`src/rtl/aes_round_key_mem_if.sv`:
```
// Bus between the AES round-key memory, its cipher block and the shared S-box.
// master = cipher block / S-box side, slave = round-key memory.
interface aes_round_key_mem_if;
   logic         init;
   logic         keylen;
   logic [255:0] key;
   logic [3:0]   round;
   logic [127:0] round_key;
   logic         ready;
   logic [31:0]  sboxw;
   logic [31:0]  new_sboxw;

   modport master (
      output init, keylen, key, round, new_sboxw,
      input  round_key, ready, sboxw
   );

   modport slave (
      input  init, keylen, key, round, new_sboxw,
      output round_key, ready, sboxw
   );
endinterface

```
`src/rtl/aes_round_key_mem.sv`:
```
// AES-128/256 key expansion into a 15-entry round-key memory, one round key per
// cycle, using an external shared S-box; round keys are read combinationally.
//
// state | meaning
// IDLE  | schedule valid (or empty after reset), waiting for init
// GEN   | writing key_mem[ctr] each cycle until ctr == NR
module aes_round_key_mem #(
   parameter int NUM_KEYS = 15
) (
   input logic                clk,
   input logic                reset,
   aes_round_key_mem_if.slave rk
);

   typedef enum logic {IDLE, GEN} state_e;

   state_e       state_q, state_d;
   logic [3:0]   ctr_q;
   logic [7:0]   rcon_q;
   logic         keylen_q;
   logic [255:0] key_q;
   logic [127:0] prev_q, prev2_q;
   logic [127:0] key_mem_q [NUM_KEYS];

   logic [3:0]   nr;
   logic         accept;
   logic         gen_we;
   logic         last;
   logic         odd_step;
   logic         rcon_step;
   logic [127:0] base;
   logic [31:0]  t;
   logic [31:0]  w0, w1, w2, w3;
   logic [127:0] new_key;

   assign nr       = keylen_q ? 4'd14 : 4'd10;
   assign last     = (ctr_q == nr);
   assign odd_step = keylen_q & ctr_q[0];

   // FSM state register
   always_ff @(posedge clk) begin
      if (reset) state_q <= IDLE;
      else       state_q <= state_d;
   end

   // FSM next state
   always_comb begin
      state_d = state_q;
      case (state_q)
         IDLE:    if (rk.init) state_d = GEN;
         GEN:     if (last)    state_d = IDLE;
         default: state_d = IDLE;
      endcase
   end

   // FSM outputs
   always_comb begin
      rk.ready = 1'b0;
      rk.sboxw = 32'h0;
      accept   = 1'b0;
      gen_we   = 1'b0;
      case (state_q)
         IDLE: begin
            rk.ready = 1'b1;
            accept   = rk.init;
         end
         GEN: begin
            rk.sboxw = prev_q[31:0];
            gen_we   = 1'b1;
         end
         default: ;
      endcase
   end

   // Odd AES-256 steps use SubWord only; all other steps use rotate plus rcon.
   always_comb begin
      base      = keylen_q ? prev2_q : prev_q;
      t         = odd_step ? rk.new_sboxw
                           : ({rk.new_sboxw[23:0], rk.new_sboxw[31:24]} ^ {rcon_q, 24'h0});
      w0        = base[127:96] ^ t;
      w1        = base[95:64]  ^ w0;
      w2        = base[63:32]  ^ w1;
      w3        = base[31:0]   ^ w2;
      new_key   = {w0, w1, w2, w3};
      rcon_step = 1'b1;
      if (ctr_q == 4'd0) begin
         new_key   = key_q[255:128];
         rcon_step = 1'b0;
      end else if (keylen_q && ctr_q == 4'd1) begin
         new_key   = key_q[127:0];
         rcon_step = 1'b0;
      end else if (odd_step) begin
         rcon_step = 1'b0;
      end
   end

   always_ff @(posedge clk) begin
      if (reset) begin
         ctr_q    <= 4'd0;
         rcon_q   <= 8'h01;
         keylen_q <= 1'b0;
         key_q    <= 256'h0;
         prev_q   <= 128'h0;
         prev2_q  <= 128'h0;
         for (int i = 0; i < NUM_KEYS; i++) key_mem_q[i] <= 128'h0;
      end else if (accept) begin
         ctr_q    <= 4'd0;
         rcon_q   <= 8'h01;
         keylen_q <= rk.keylen;
         key_q    <= rk.key;
      end else if (gen_we) begin
         key_mem_q[ctr_q] <= new_key;
         prev_q           <= new_key;
         prev2_q          <= prev_q;
         ctr_q            <= ctr_q + 4'd1;
         if (rcon_step)
            rcon_q <= {rcon_q[6:0], 1'b0} ^ (rcon_q[7] ? 8'h1b : 8'h00);
      end
   end

   assign rk.round_key = (rk.round < 4'(NUM_KEYS)) ? key_mem_q[rk.round] : 128'h0;

endmodule

```
`src/flat_wrapper.sv`:
```
// flat-port wrapper written by rule: the top's interface ports become plain ports
module aes_round_key_mem_flat 
#(
   parameter int NUM_KEYS = 15
)
  (clk, reset, rk_init, rk_keylen, rk_key, rk_round, rk_new_sboxw, rk_round_key, rk_ready, rk_sboxw);
  aes_round_key_mem_if rk_i ();
  input logic clk;
  input logic reset;
  input wire logic [$bits(rk_i.init)-1:0] rk_init;
  input wire logic [$bits(rk_i.keylen)-1:0] rk_keylen;
  input wire logic [$bits(rk_i.key)-1:0] rk_key;
  input wire logic [$bits(rk_i.round)-1:0] rk_round;
  input wire logic [$bits(rk_i.new_sboxw)-1:0] rk_new_sboxw;
  output wire logic [$bits(rk_i.round_key)-1:0] rk_round_key;
  output wire logic [$bits(rk_i.ready)-1:0] rk_ready;
  output wire logic [$bits(rk_i.sboxw)-1:0] rk_sboxw;
  assign rk_i.init = rk_init;
  assign rk_i.keylen = rk_keylen;
  assign rk_i.key = rk_key;
  assign rk_i.round = rk_round;
  assign rk_i.new_sboxw = rk_new_sboxw;
  assign rk_round_key = rk_i.round_key;
  assign rk_ready = rk_i.ready;
  assign rk_sboxw = rk_i.sboxw;
  aes_round_key_mem #(.NUM_KEYS(NUM_KEYS)) u_core (.clk(clk), .reset(reset), .rk(rk_i));
endmodule
```
`config.mk`:
```
export PLATFORM = sky130hd
export DESIGN_NAME = aes_round_key_mem_flat
export DESIGN_NICKNAME = d
export VERILOG_FILES = /design/src/rtl/aes_round_key_mem_if.sv /design/src/rtl/aes_round_key_mem.sv /design/src/flat_wrapper.sv
export SDC_FILE = /design/constraint.sdc
export NUM_CORES = 2
export LEC_CHECK = 0
export CAP_MARGIN = 20
export CELL_PAD_IN_SITES_DETAIL_PLACEMENT = 1
export CELL_PAD_IN_SITES_GLOBAL_PLACEMENT = 2
export CORE_ASPECT_RATIO = 1.4
export CORE_MARGIN = 4
export CORE_UTILIZATION = 35
export DETAILED_ROUTE_END_ITERATION = 16
export GPL_TIMING_DRIVEN = 0
export PLACE_DENSITY = 0.69
export SYNTH_ARGS = -nofsm -noshare
export SYNTH_HDL_FRONTEND = slang
export SYNTH_SLANG_ARGS = --single-unit
```
`constraint.sdc`:
```
create_clock -name clk -period 18.3 [get_ports clk]
set_input_delay 5.49 -clock clk [delete_from_list [all_inputs] [get_ports clk]]
set_output_delay 5.49 -clock clk [all_outputs]
set_load 0.05 [all_outputs]
```
==> results.md <==
* First-pass GRT wire length at 657000 um
* CTS tree: yes
* Final Hold Viols at 0
* TritonCTS buffer count at 275
* Syn nets at 8621
* Area Overhead vs Synth at 19.0%
* Die ar. at 0.332 mm^2
* R2R setup slack at 11.55 ns
* RePlAce Congestion at 0.966
* Worst Skew at 0.0563 ns
* CP Class: input port to output pin
* Async set-reset flop share out of synthesis at 0%
* Critical path origin: rk_round[0]
* HP Class: flip-flop to flip-flop
* WL final at 487000 um
* Avg Cell Area, Syn at 13.6 um^2
* Clk slew on worst S/H paths at 0.06 ns
* Most used cell along the critical path: buf_2
* Hold buffer count at CTS at 0
* Site Rows at 246
* Main synth FF type: edfxtp_1
* Worst Setup End Kind: output pin
* Number of synthesized flops with an enable pin at 2048
* Initial Util at 35.2%
* Core ar. at 0.321 mm^2
* WP data arrival at 11.14 ns
* Total power draw at 0.0146 W
* Type of origin of the critical path: input port
* Total number of vias at 77800
* CTS resizes at 0
* DR iter-0 viols at 8699
* Clock Tree Root: clkbuf_16
* CP Max Fanout at 10
* Reg2reg path depth at 15
* Mapped Cells at 8321
* Crit path required time at 12.81 ns
* Vias/cell at 5.71
* I/O pin total at 457
* Vias in the first global route at 80700
* Drt first pass iters at 6
* Leak pwr at 47.9 nW
* Slew HR at 12.4%
* Routed WL per cell at 35.7 um
* Worst skew pair latency at 0.92 ns
* Final Worst Setup Slack at 1.67 ns
* Max Freq at 60.1 MHz
* MaxCap Viol Count at 0
* R2r endpoint: u_core.key_mem_q[0][108]
* Register area share after synthesis at 63.8%
* Synth Cell Area at 0.113 mm^2
* Grt met1 use at 36.0%
* Fin util at 41.8%
* Max VDD drop at 0.0000680 V
* Largest net degree at the start of global routing at 51
* Gr usage total at 28.7%
* Placement Setup Slack at 1.81 ns
* Pwr Density at 109 mW/mm^2
* Slew @ Worst Pin at 1.31 ns
* DRT antenna net count at 0
* Initial antenna violation count at 50
* # clock sinks at 2574
* Crit share post-route at 90.9%
* # port buffers at 451
* Ys Warns at 0
* Postcts setup bufs at 0
* CP Capture Point: rk_round_key[1]
* Die Wd at 488 um
* Layout cell share with drive strength beyond 1 at 14.1%
* Vert. Die Dim at 680 um
* Met2 Usage GRT at 47.3%
* Number of synthesized register bits at 2574
* Final HPWL DP at 365000 um
* DRC at 0
* Max Slew Vio Count at 0
* Min Clock Period, post-route at 16.63 ns
* Met3 usage at 4.46%
* Congestion Overflow GR at 0
* CP Cell Sequence: buf_2, buf_2, clkbuf_2, buf_2, mux4_2, mux2i_1, a211oi_1, clkdlybuf4s50_1
* Distinct cells, synth at 55
* Slowest CP cell: buf_2
* Reg-to-reg startpoint: u_core.ctr_q[0]
* Status: finished, final reports clean
* Deepest clock path buffer count at 4
* Slowest cell delay on critical path at 0.99 ns
* Hold slack at 0.481 ns
* Most frequent cells in the layout: 2082 x nor2_1, 2048 x edfxtp_1, 591 x clkbuf_1, 526 x dfxtp_1, 512 x mux4_2
* Fin nets at 9470
* Most common cell after layout, fill and taps aside: nor2_1
* H-tree depth at 5
* Busiest layer in global routing: met2
* RSZ-0062 raised after global routing: false
* Final number of setup-violating endpoints at 0
-- cells by family after synthesis --
family | synth area share, %
AOI/OAI and AO/OA | 6.85
xor gates and xnor gates | 3.00
adders and majority gates | 0.0443
buffers and inverters | 3.45
DFF | 63.8
muxes | 13.3
and+or+nand+nor | 9.55
-- cell usage after synthesis (all sizes together) (52+ instances only) --
library cell	number	share of area [%]
a21oi	114	0.51
clkbuf	572	1.9
xnor3	63	1.3
inv	119	0.40
a211oi	370	2.5
buf	253	1.1
nor2	2082	6.9
mux4	512	10
mux2i	347	3.1
and3	91	0.50
dfxtp	526	9.3
xnor2	105	0.81
nor2b	133	0.74
nand2	170	0.57
edfxtp	2048	54
o21bai	52	0.38
xor2	106	0.82
a22o	257	2.0
-- cell type report --
cell class | instances | area, um^2
multi-input cells | 4802 | 37100
inverters | 120 | 450
repair buffers | 572 | 6970
well taps | 4216 | 5280
clock buffers | 362 | 7560
diodes | 29 | 72.6
clock inverters | 128 | 1370
plain buffers | 825 | 3500
fillers | 32800 | 187000
flip-flops and latches | 2574 | 72000
-- how the worst min path moves through the flow --
| stage | start | to | slack [ns] | cells past startpoint |
|---|---|---|---|---|
| floorplan | u_core.key_q[90] | u_core.key_q[90] | 0.44 | 1 |
| global placement | u_core.key_q[24] | u_core.key_q[24] | 0.46 | 1 |
| detailed placement | u_core.key_q[198] | u_core.key_q[198] | 0.47 | 1 |
| CTS | u_core.key_q[137] | u_core.key_q[137] | 0.48 | 1 |
| global route | u_core.key_q[18] | u_core.key_q[18] | 0.50 | 1 |
| finish | u_core.key_q[12] | u_core.key_q[12] | 0.48 | 1 |
-- layer usage --
layer / wire, um / part of all wire [%]
met1: 187000 / 38
met5: 99 / 0.020
met4: 31200 / 6.4
met3: 34100 / 7.0
met2: 235000 / 48
-- where the power goes --
part           total [W]  switching, W  leakage [nW]  internal [W]
sequential       0.00670      0.000151          25.3       0.00655
combinational    0.00221       0.00152          18.2      0.000689
clock            0.00572       0.00246          4.36       0.00327
-- state kept, by name, summed over array words and instances, names as in the netlist --
register and count:
u_core.key_q 256, u_core.prev_q 128, u_core.prev2_q 128, u_core.ctr_q 4, u_core.rcon_q 8, u_core.keylen_q 1, u_core.key_mem_q 2048, u_core.state_q 1
-- worst max-delay path: cells and delay by family --
kind | cells | cell delay, ns
buffers and inverters | 5 | 4.16
AO/OA/AOI/OAI | 1 | 0.96
multiplexers | 2 | 0.45
-- metrics by stage --
stage | setup TNS [ns] | std cells | cell area (um^2)
after floorplan | 0 | 8321 | 113000
after global placement | -21.74 | 13000 | 123000
after detailed placement | 0 | 13100 | 125000
after CTS | 0 | 13600 | 134000
after global routing | 0 | 13600 | 134000
final | 0 | 13600 | 134000
(Power assumes the default switching activity.)
